## src/rtl/xor_tn_pipe.sv

```systemverilog
// xor_tn_pipe: two-stage ready/valid pipeline of per-trit balanced-ternary XOR/XNOR/MIN/MAX
module xor_tn_pipe #(
    parameter int TRITS = 9,
    parameter int CNT_W = 8
) (
    input  logic                 clk,
    input  logic                 rst,
    input  logic                 in_valid,
    output logic                 in_ready,
    input  logic [1:0]           op,
    input  logic [2*TRITS-1:0]   a,
    input  logic [2*TRITS-1:0]   b,
    output logic                 out_valid,
    input  logic                 out_ready,
    output logic [2*TRITS-1:0]   c,
    output logic [TRITS-1:0]     err_mask,
    output logic                 err,
    output logic [CNT_W-1:0]     err_cnt,
    input  logic                 err_clr
);
    logic                 s1_valid;
    logic                 s2_valid;
    logic [2*TRITS-1:0]   s1_a;
    logic [2*TRITS-1:0]   s1_b;
    logic [1:0]           s1_op;
    logic [TRITS-1:0]     s1_bad;
    logic [TRITS-1:0]     bad_in;
    logic [2*TRITS-1:0]   c_next;
    logic                 s2_free;
    logic                 accept;
    logic                 s2_take;
    logic                 xfer;

    // Trit codes: 10 = +1, 00 = 0, 01 = -1; operands are assumed legal here.
    function automatic logic [1:0] trit_op(input logic [1:0] f, input logic [1:0] x, input logic [1:0] y);
        logic zero, same, neg, pos;
        zero = (x == 2'b00) || (y == 2'b00);
        same = x == y;
        neg  = (x == 2'b01) || (y == 2'b01);
        pos  = (x == 2'b10) || (y == 2'b10);
        return (f == 2'b00) ? (zero ? 2'b00 : same ? 2'b01 : 2'b10) :
               (f == 2'b01) ? (zero ? 2'b00 : same ? 2'b10 : 2'b01) :
               (f == 2'b10) ? (neg ? 2'b01 : zero ? 2'b00 : 2'b10) :
                              (pos ? 2'b10 : zero ? 2'b00 : 2'b01);
    endfunction

    assign s2_free   = !s2_valid || out_ready;
    assign in_ready  = !s1_valid || s2_free;
    assign accept    = in_valid && in_ready;
    assign s2_take   = s1_valid && s2_free;
    assign xfer      = s2_valid && out_ready;
    assign out_valid = s2_valid;
    assign err       = s2_valid && (|err_mask);

    // Flag incoming trits carrying the illegal code 11 in either operand.
    always_comb begin
        bad_in = '0;
        for (int t = 0; t < TRITS; t++)
            bad_in[t] = (&a[2*t +: 2]) || (&b[2*t +: 2]);
    end

    // Per-trit result from stage 1; illegal trits are forced to zero.
    always_comb begin
        c_next = '0;
        for (int t = 0; t < TRITS; t++)
            c_next[2*t +: 2] = s1_bad[t] ? 2'b00 : trit_op(s1_op, s1_a[2*t +: 2], s1_b[2*t +: 2]);
    end

    // Stage 1: capture operands, op and illegal flags on acceptance.
    always_ff @(posedge clk or posedge rst) begin
        if (rst) begin
            s1_valid <= 1'b0;
            s1_a     <= '0;
            s1_b     <= '0;
            s1_op    <= '0;
            s1_bad   <= '0;
        end else begin
            s1_valid <= accept || (s1_valid && !s2_take);
            if (accept) begin
                s1_a   <= a;
                s1_b   <= b;
                s1_op  <= op;
                s1_bad <= bad_in;
            end
        end
    end

    // Stage 2: register the result; it holds while downstream stalls.
    always_ff @(posedge clk or posedge rst) begin
        if (rst) begin
            s2_valid <= 1'b0;
            c        <= '0;
            err_mask <= '0;
        end else begin
            s2_valid <= s2_take || (s2_valid && !out_ready);
            if (s2_take) begin
                c        <= c_next;
                err_mask <= s1_bad;
            end
        end
    end

    // Saturating count of delivered erroneous words; clear wins over increment.
    always_ff @(posedge clk or posedge rst) begin
        if (rst)
            err_cnt <= '0;
        else if (err_clr)
            err_cnt <= '0;
        else if (xfer && err && err_cnt != {CNT_W{1'b1}})
            err_cnt <= err_cnt + 1'b1;
    end
endmodule

```

## config.mk

```make
export PLATFORM = sky130hd
export DESIGN_NAME = xor_tn_pipe
export DESIGN_NICKNAME = d
export VERILOG_FILES = /design/src/rtl/xor_tn_pipe.sv
export SDC_FILE = /design/constraint.sdc
export NUM_CORES = 1
export LEC_CHECK = 0
export CAP_MARGIN = 40
export CORE_MARGIN = 2
export CORE_UTILIZATION = 50
export CTS_BUF_LIST = sky130_fd_sc_hd__clkbuf_16
export DETAILED_ROUTE_END_ITERATION = 10
export HOLD_SLACK_MARGIN = 0.06
export PLACE_DENSITY = 0.76
export SLEW_MARGIN = 20
export SYNTH_ARGS = -nofsm -noshare
export SYNTH_HDL_FRONTEND = slang
export SYNTH_SLANG_ARGS = --single-unit
export TNS_END_PERCENT = 1
```

## constraint.sdc

```tcl
create_clock -name clk -period 3.2 [get_ports clk]
set_input_delay 0.48 -clock clk [delete_from_list [all_inputs] [get_ports clk]]
set_output_delay 0.48 -clock clk [all_outputs]
set_load 0.01 [all_outputs]
```

; ---- Word level (Yosys, flattened, before mapping)
; Index checks and enable logic that the tools add are counted.
[word_totals]
ff_bits = 84
[op_classes]
n_eq_ne = 48
n_reduce_logical = 91
mux = 110
addsub = 1
[op_table]
columns = operator, n
row1 = 2-to-1 mux 2 bit, 99
row2 = logical OR 1 bit, 40
row3 = "== test 2 x 1 -> 1 bit, second input constant", 19
row4 = "== test 2 bit, second input constant", 19
row5 = logical NOT 2 bit, 19
row6 = AND reduction 2 bit, 18
row7 = == test 2 bit, 9
row8 = 2-to-1 mux 8 bit, 2
row9 = 2-to-1 mux 1 bit, 9
row10 = OR reduction 9 bit, 1
row11 = "adder 8 x 1 -> 8 bit, second input constant", 1
row12 = logical AND 1 bit, 8
row13 = "inequality test 8 bit, second input constant", 1
row14 = logical NOT 1 bit, 4
row15 = nonzero test 2 bit, 1

; ---- Longest topological paths before layout
; Gate-level depths: netlist of the first run.
[logic_depth]
word_depth = 8
mapped_depth = 7

; ---- Worst setup path before layout of the first run
; OpenSTA, ideal clock, no wires.
[synth_path]
kind = flip-flop to output port
startpoint = register err_mask[3]
endpoint = output port err
path_slack_ns = 1.154
arrival_time_ns = 1.566
n_path_buf = 0
path_stages_with_launch = 4
path_cell_list = dfrtp_1 > or4_4 > o41ai_4 > inv_1
[synth_via]
elab_chain_cells = 2
[synth_rtl]
columns = element, line
row1 = start: declaration, 16  ; output logic [TRITS-1:0] err_mask,
row2 = start signal: assignment, 93  ; err_mask <= '0;
row3 = start signal: assignment, 98  ; err_mask <= s1_bad;
row4 = OR reduction 9 bit, 53  ; assign err = s2_valid && (|err_mask);
row5 = logical AND 1 bit, 53
row6 = end: declaration, 17  ; output logic err,
; No other way between the ends.

; ---- Final worst setup path of the first run
; Same ends and word-level chain as after synthesis.

==> results of run 1 <==
## final timing paths
| path | slack (ps) | endpoint | cells after the start |
|---|---|---|---|
| setup / recovery | 450 | err | 5 |
| hold / removal | 480 | c[11]$_DFFE_PP0P_ | 2 |
| setup reg to reg | 1070 | c[12]$_DFFE_PP0P_ | 5 |
| hold reg to reg | 480 | c[11]$_DFFE_PP0P_ | 2 |
| max in group asynchronous | 1850 | s1_op[0]$_DFFE_PP0P_ | 3 |
| min in group asynchronous | 560 | s1_b[12]$_DFFE_PP0P_ | 2 |
## metal layers
metal / vias to the layer above / part of all wire / wire (um)
li1: 2007 / - / -
met1: 2030 / 0.44 / 5040
met2: 124 / 0.48 / 5420
met3: 24 / 0.056 / 636
met4: 0 / 0.022 / 251
met5: - / 0 / 0
## metrics by stage
stage,hold slack [ps],instance area (sq um),worst slack [ps]
after global routing,511,6060,379
after detailed placement,465,5710,795
final,483,6060,448
after CTS,485,6040,435
after floorplan,457,4850,555
after global placement,460,5710,801
## layout by cell type, fill, tap and decap left out, types with 4 or more instances in the layout
cell type	instances
o31ai_1	6
nor2_1	21
a221oi_1	9
nand3_1	19
inv_1	20
nand2b_1	13
clkbuf_16	9
a21o_1	5
buf_4	6
a211oi_1	13
a211o_1	4
nand2_1	69
nor3_1	7
nor2b_1	6
o41ai_1	12
o22ai_1	15
clkdlybuf4s50_1	80
nor4_1	6
a32o_1	7
a21boi_0	4
a21oi_1	15
xnor2_1	18
a22oi_1	9
o21ai_0	32
dfrtp_1	83
mux2_2	47
## cells by family (layout without fill, tap and decap cells)
family | count (synthesis) | after routing | synth area share
buffers and inverters | 63 | 124 | 0.0501
AND/OR/NAND/NOR | 159 | 159 | 0.156
AO/OA/AOI/OAI | 143 | 143 | 0.210
XOR/XNOR | 21 | 21 | 0.0380
multiplexers | 47 | 47 | 0.109
adder cells (fa/ha/maj) | 1 | 1 | 0.00258
flip-flops | 84 | 84 | 0.434
## final cells by class
class	instances	area, sq um	share of cell area
clock buffer	9	225	0.0371
clock inverter	7	106	0.0175
inverter	20	76.3	0.0126
multi-input combinational	371	2510	0.413
sequential	84	2100	0.347
tap	129	161	0.0266
timing repair buffer	88	886	0.146
## worst max-delay path, stage by stage, from the launching register on
cell and delay [ps]:
dfrtp_1 390, or4_4 560, o41ai_4 280, buf_4 200, inv_1 50, clkdlybuf4s50_1 470
## sequential cells by signal (all words and copies together) (netlist names)
signal / cells
c: 18
err_cnt: 8
err_mask: 9
out_valid: 1
s1_a: 18
s1_b: 18
s1_bad: 9
s1_op: 2
s1_valid: 1
## power by group
group	leakage (uW)	total, uW	switching (uW)	internal [uW]
clock network	0.000166	1160	402	753
logic	0.00128	1060	482	578
registers	0.00103	1520	271	1250
==> results.json, run 1 <==
{
  "status": "finished, final reports clean",
  "io_buffers": 80,
  "cts_tree": "built",
  "final_core_util": 0.650,
  "grt_usage": 0.224,
  "start_kind": "register",
  "met1_usage": 0.309,
  "finalWirelength_um": 11300,
  "die_w_um": 102,
  "tns_ps": 0,
  "setup_viol_count_final": 0,
  "power.total_uw": 3730,
  "die_area_sq_um": 10500,
  "post_cts_resized": 0,
  "crit_start": "err_mask[3]$_DFFE_PP0P_",
  "peakVddDrop_mv": 0.317,
  "core-area_sq_um": 9330,
  "antenna_found_initial": 0,
  "synth_nets": 562,
  "gp_congestion": 0.861,
  "p_leak_uw": 0.00248,
  "finalNetCount": 618,
  "post_cts_buffers": 0,
  "path_clk_slew_ps": 60,
  "first_iter_violations": 155,
  "final.setup_skew_ps": 4.85,
  "cts_buffers": 9,
  "synth-edff-count": 0,
  "timing.rr.start": "s1_op[0]$_DFFE_PP0P_",
  "finalMaxSlewViolations": 0,
  "overflow": 0,
  "ys_async_sr_fraction": 1.00,
  "rsz0062_at_grt": "false",
  "insertion_delay_ps": 320,
  "yosysTopAreaCell": "dfrtp_1",
  "max_slew_margin": 0.453,
  "cts.hold.buffers_added": 0,
  "start_util": 0.520,
  "power_density_nw_per_um2": 615,
  "synth-main-ff-cell": "dfrtp_1",
  "vias": 4185,
  "grt_pass1_wl_um": 18500,
  "hold_violations": 0,
  "cts_num_sinks": 84,
  "synth_commonest_cells": "dfrtp_1, nand2_1, mux2_2, clkbuf_1, o21ai_0",
  "io_pins": 81,
  "ys_seq_area_frac": 0.434,
  "grt_use_met3": 0.0383,
  "area_delta_synth_final_pct": 25.1,
  "synth_cell_types": 45,
  "wl_per_cell_um": 16.0,
  "grt_pass1_vias": 3867,
  "drv_cap": 0,
  "die_h_um": 102,
  "required_ps": 2720,
  "min_from": "c[11]$_DFFE_PP0P_",
  "critical_path_class": "register to primary output",
  "synth_area_leaders": "dfrtp_1, mux2_2, nand2_1",
  "synth_top_area_frac": 0.434,
  "synthCells": 518,
  "path_max_fanout": 9,
  "met2_usage": 0.356,
  "instances_no_fill": 708,
  "viasPerCell": 5.91,
  "cts_max_path_buffers": 2,
  "nFillCells": 768,
  "fp-row-count": 35,
  "layout_min_cycle_time_ps": 2750,
  "layout-drive-gt1-share": 0.135,
  "finalCritPeriodShare": 0.860,
  "drc": 0,
  "synth.avg_cell_area_sq_um": 9.36,
  "syn_area_sq_um": 4850,
  "dr.pass1.iters": 5,
  "drtAntennaViolNets": 0,
  "fmax_ghz": 0.363,
  "grt_max_degree": 57,
  "place_inst": 691,
  "ys_warn_count": 0,
  "dp_hpwl_um": 7880,
  "cts_max_level": 3,
  "synth.most_common_cell": "dfrtp_1",
  "busiest_layer": "met2",
  "cp.arrival_ps": 2270,
  "cts_root_buf": "clkbuf_16",
  "worstSetupEndpointType": "primary output",
  "synth_seq_cells": 84,
  "worstMarginPinSlew_ps": 821,
  "antenna_cells": 0,
  "hold_path.class": "register to register"
}
No activity file was read; power rests on OpenSTA's default activity.
==> run 2: changes to the inputs <==
- SLEW_MARGIN: 20 -> 10
- TNS_END_PERCENT: 1 -> 10
==> run 2 against run 1 <==
  * First-iteration DRC count is 10% higher
  * Clock power barely moved
  * Sequential power barely moved
  * Combinational power is essentially flat
  * Count of clock-buffer cells in the layout did not move
  * Power hardly changed
  * Clock skew up 1.7 ps
  * Cell count is 0.14% lower
  * Register-to-register slack hardly changed
  * Critical path type unchanged
  * Critical endpoint unchanged
  * Largest cell class unchanged
==> results.json, run 2 (synthesis results as in run 1) <==
{
  "viasPerCell": 5.92,
  "io_buffers": 80,
  "grt_max_degree": 57,
  "hold_slack_ps": 483,
  "insertion_delay_ps": 330,
  "whs_path_depth": 2,
  "post_cts_resized": 0,
  "timing.rr.start": "s1_op[0]$_DFFE_PP0P_",
  "tns_ps": 0,
  "drv_cap": 0,
  "dp_hpwl_um": 7880,
  "layout_min_cycle_time_ps": 2750,
  "gp_congestion": 0.861,
  "max_slew_margin": 0.409,
  "grt_usage": 0.224,
  "pwr-share-comb": 0.283,
  "antenna_found_initial": 0,
  "cp.arrival_ps": 2270,
  "path_clk_slew_ps": 60,
  "antenna_cells": 0,
  "r2r_slack_ps": 1060,
  "fmax_ghz": 0.363,
  "cts_max_level": 3,
  "power_frac_clock": 0.311,
  "peakVddDrop_mv": 0.309,
  "power_density_nw_per_um2": 617,
  "fp-row-count": 35,
  "setup_viol_count_final": 0,
  "finalMaxSlewViolations": 0,
  "die_area_sq_um": 10500,
  "grt_pass1_vias": 3867,
  "start_kind": "register",
  "p_leak_uw": 0.00247,
  "worstMarginPinSlew_ps": 883,
  "first_iter_violations": 171,
  "area_delta_synth_final_pct": 24.7,
  "finalNetCount": 617,
  "rsz0062_at_grt": "false",
  "path_max_fanout": 9,
  "finalWirelength_um": 11400,
  "post_cts_buffers": 0,
  "p_int_uw": 2570,
  "rr_worst_depth": 5,
  "core-area_sq_um": 9330,
  "hold_end": "c[15]$_DFFE_PP0P_",
  "wl_per_cell_um": 16.1,
  "start_util": 0.520,
  "seqPwrFrac": 0.407,
  "hold_violations": 0,
  "cts_max_path_buffers": 2,
  "final_common_cell": "dfrtp_1",
  "status": "finished, final reports clean",
  "overflow": 0,
  "cts_num_sinks": 84,
  "drc": 0,
  "required_ps": 2720,
  "switching_power_uw": 1160,
  "vias": 4182,
  "hold_path.class": "register to register",
  "cts_tree": "built",
  "largest_registers": "c x18, s1_a x18, s1_b x18",
  "finalCritPeriodShare": 0.860,
  "io_pins": 81,
  "die_w_um": 102,
  "cts_root_buf": "clkbuf_16",
  "final_cell_mix": "dfrtp_1, clkdlybuf4s50_1, nand2_1",
  "die_h_um": 102,
  "dr.pass1.iters": 4,
  "cts_buffers": 9,
  "drtAntennaViolNets": 0,
  "worstSetupEndpointType": "primary output",
  "switching_share": 0.310,
  "critical_path_class": "register to primary output",
  "layout-drive-gt1-share": 0.133,
  "grt_pass1_wl_um": 18500,
  "min_from": "c[15]$_DFFE_PP0P_",
  "cts.hold.buffers_added": 0,
  "final.setup_skew_ps": 6.59,
  "r2r-end": "c[12]$_DFFE_PP0P_"
}
run 2: cell types whose count changed in the layout (fill, tap and decap cells not counted), sizes merged:
cell	delta
buf	-1
run 2: per-layer routing:
metal	GRT usage	vias to the layer above	share of wire
li1	-	2001	-
met1	0.309	2025	0.45
met2	0.356	135	0.48
met3	0.0383	21	0.053
met4	0.0800	0	0.021
met5	0	-	0
run 2: stage by stage:
| step | power (uW) | std cells | util | instance area, sq um | worst slack, ps |
|---|---|---|---|---|---|
| after floorplan | 2150 | 518 | - | 4850 | 555 |
| after global placement | 2540 | 691 | 0.612 | 5710 | 801 |
| after detailed placement | 2580 | 691 | 0.612 | 5710 | 795 |
| after CTS | 3750 | 707 | 0.648 | 6040 | 435 |
| after global routing | 3930 | 707 | 0.648 | 6040 | 379 |
| final | 3730 | 707 | 0.648 | 6040 | 448 |
run 2: worst max-delay path by stage:
| stage | depth (start not counted) | to | start |
|---|---|---|---|
| 3_5_place_dp | 5 | err | err_mask[3]$_DFFE_PP0P_ |
| 5_1_grt | 5 | err | err_mask[3]$_DFFE_PP0P_ |
| 6_report | 5 | err | err_mask[3]$_DFFE_PP0P_ |
| 2_1_floorplan | 1 | c[0]$_DFFE_PP0P_ | rst |
| 3_3_place_gp | 5 | err | err_mask[3]$_DFFE_PP0P_ |
| 4_1_cts | 5 | err | err_mask[3]$_DFFE_PP0P_ |
run 2: worst max-delay path: stages, from the launching register on:
cell             delay [ps]
dfrtp_1                 390
or4_4                   560
o41ai_4                 280
buf_4                   200
inv_1                    50
clkdlybuf4s50_1         470
run 2: area by class of cell:
cell class,count,area [sq um]
multi-input cells,371,2510
fillers,774,3280
well taps,129,161
flip-flops and latches,84,2100
clock inverters,7,106
clock buffers,9,225
repair buffers,87,866
inverters,20,76.3
run 2: power groups by stage:
| stage | Clock, uW | Combinational (uW) | Sequential (uW) |
|---|---|---|---|
| after floorplan | 0 | 715 | 1430 |
| after global placement | 0 | 1020 | 1520 |
| after detailed placement | 0 | 1060 | 1530 |
| after CTS | 1170 | 1060 | 1510 |
| after global routing | 1220 | 1160 | 1550 |
| final | 1160 | 1050 | 1520 |
==> run 3: changes to the inputs <==
- CORE_UTILIZATION: 50 -> 35
- PLACE_DENSITY: 0.76 -> default
==> run 3 against run 2 <==
  * Sequential power about the same
  * Core utilization down 20 points
  * Non-clock buffer count is 1 higher
  * First-iteration DRC count grew 84%
  * Critical endpoint unchanged
==> results.json, run 3 (synthesis results as in run 1) <==
{
  "fp-row-count": 42,
  "post_cts_buffers": 0,
  "antenna_found_initial": 0,
  "grt_pass1_vias": 3913,
  "finalWirelength_um": 11600,
  "rr_worst_depth": 5,
  "p_leak_uw": 0.00245,
  "cts.hold.buffers_added": 0,
  "final_common_cell": "dfrtp_1",
  "final_cell_mix": "dfrtp_1, clkdlybuf4s50_1, nand2_1",
  "area_delta_synth_final_pct": 25.1,
  "hold_path.class": "primary input to async pin",
  "start_kind": "register",
  "dp_hpwl_um": 8190,
  "hold_violations": 0,
  "cts_max_level": 3,
  "fmax_ghz": 0.357,
  "io_pins": 81,
  "layout_min_cycle_time_ps": 2800,
  "peakVddDrop_mv": 0.234,
  "finalMaxSlewViolations": 0,
  "path_max_fanout": 9,
  "switching_share": 0.331,
  "cts_tree": "built",
  "cp_num_buf_inv": 3,
  "worstSetupEndpointType": "primary output",
  "drc": 0,
  "cts_max_path_buffers": 2,
  "die_h_um": 122,
  "status": "finished, final reports clean",
  "seqPwrFrac": 0.434,
  "setup_viol_count_final": 0,
  "nFillCells": 1288,
  "path_cells": "or4_4 > o41ai_4 > buf_4 > inv_1 > clkdlybuf4s50_1",
  "multi_input_area_sq_um": 2510,
  "cts_num_sinks": 84,
  "critical_path_class": "register to primary output",
  "overflow": 0,
  "r2r-end": "c[8]$_DFFE_PP0P_",
  "antenna_cells": 0,
  "cp.arrival_ps": 2320,
  "drv_cap": 0,
  "post_cts_resized": 0,
  "required_ps": 2720,
  "tns_ps": 0,
  "die_w_um": 122,
  "worst_path_largest_cell_delay_ps": 570,
  "cts_root_buf": "clkbuf_16",
  "final-seq-area_sq_um": 2100,
  "final.setup_skew_ps": 5.45,
  "die_area_sq_um": 14800,
  "detailedPlace.worstSlack_ps": 772,
  "timing.rr.start": "s1_op[0]$_DFFE_PP0P_",
  "max_slew_margin": 0.565,
  "first_iter_violations": 315,
  "start_util": 0.362,
  "largest_registers": "c x18, s1_a x18, s1_b x18",
  "path_clk_slew_ps": 60,
  "vias": 4073,
  "viasPerCell": 5.39,
  "grt_pass1_wl_um": 19500,
  "rsz0062_at_grt": "false",
  "dr.pass1.iters": 4,
  "drtAntennaViolNets": 0,
  "finalNetCount": 618,
  "grt_max_degree": 58,
  "grt_usage": 0.167,
  "cp_slowest_cell": "or4_4",
  "worstMarginPinSlew_ps": 653,
  "r2r_slack_ps": 1280,
  "pwr-share-comb": 0.301,
  "power_density_nw_per_um2": 577,
  "power_frac_clock": 0.265,
  "layout-drive-gt1-share": 0.136,
  "crit_family": "buffers and inverters",
  "p_int_uw": 2340,
  "gp_congestion": 0.845,
  "insertion_delay_ps": 340,
  "worst_slack_ps": 398,
  "finalCritPeriodShare": 0.876,
  "core-area_sq_um": 13400,
  "wl_per_cell_um": 15.3,
  "io_buffers": 80,
  "hold_slack_ps": 478,
  "cts_buffers": 9,
  "switching_power_uw": 1160
}
==> run 3: cell types whose count changed in the layout (fill, tap and decap cells not counted), sizes merged <==
| cell | previous run | this run |
|---|---|---|
| clkinv | 4 | 6 |
| buf | 7 | 8 |
| bufinv | 3 | 0 |
| clkinvlp | 0 | 1 |
==> run 3: per-layer routing <==
layer | vias up | share of wire | track usage
met5 | - | 0 | 0
met4 | 0 | 0.020 | 0.0740
met3 | 14 | 0.047 | 0.0323
met2 | 100 | 0.45 | 0.251
met1 | 1963 | 0.48 | 0.233
li1 | 1996 | - | -
==> run 3: layout make-up <==
type,count,area share
tap,176,0.0363
multi-input combinational,371,0.413
clock buffer,9,0.0371
clock inverter,7,0.00578
timing repair buffer,88,0.148
inverter,20,0.0126
sequential,84,0.347
==> run 3: worst max-delay path by stage <==
stage	start	endpoint	slack (ps)	cells after the start
after floorplan	rst	c[0]$_DFFE_PP0P_	550	1
after global placement	err_mask[3]$_DFFE_PP0P_	err	790	5
after detailed placement	err_mask[3]$_DFFE_PP0P_	err	770	5
after CTS	err_mask[3]$_DFFE_PP0P_	err	380	5
after global routing	err_mask[3]$_DFFE_PP0P_	err	320	5
final	err_mask[3]$_DFFE_PP0P_	err	400	5
==> run 3: power by group through the flow <==
stage / Sequential [uW] / Clock, uW / Combinational [uW]
2_1_floorplan: 1430 / 0 / 715
3_3_place_gp: 1530 / 0 / 1030
3_5_place_dp: 1540 / 0 / 1060
4_1_cts: 1520 / 951 / 1070
5_1_grt: 1560 / 1010 / 1170
6_report: 1520 / 928 / 1050
==> run 3: through the flow <==
stage | cell area (sq um) | power (uW) | util | instances
5_1_grt | 6060 | 3730 | 0.453 | 755
3_3_place_gp | 5780 | 2560 | 0.432 | 738
6_report | 6060 | 3500 | 0.453 | 755
4_1_cts | 6060 | 3540 | 0.453 | 755
3_5_place_dp | 5800 | 2600 | 0.433 | 739
2_1_floorplan | 4850 | 2150 | - | 518
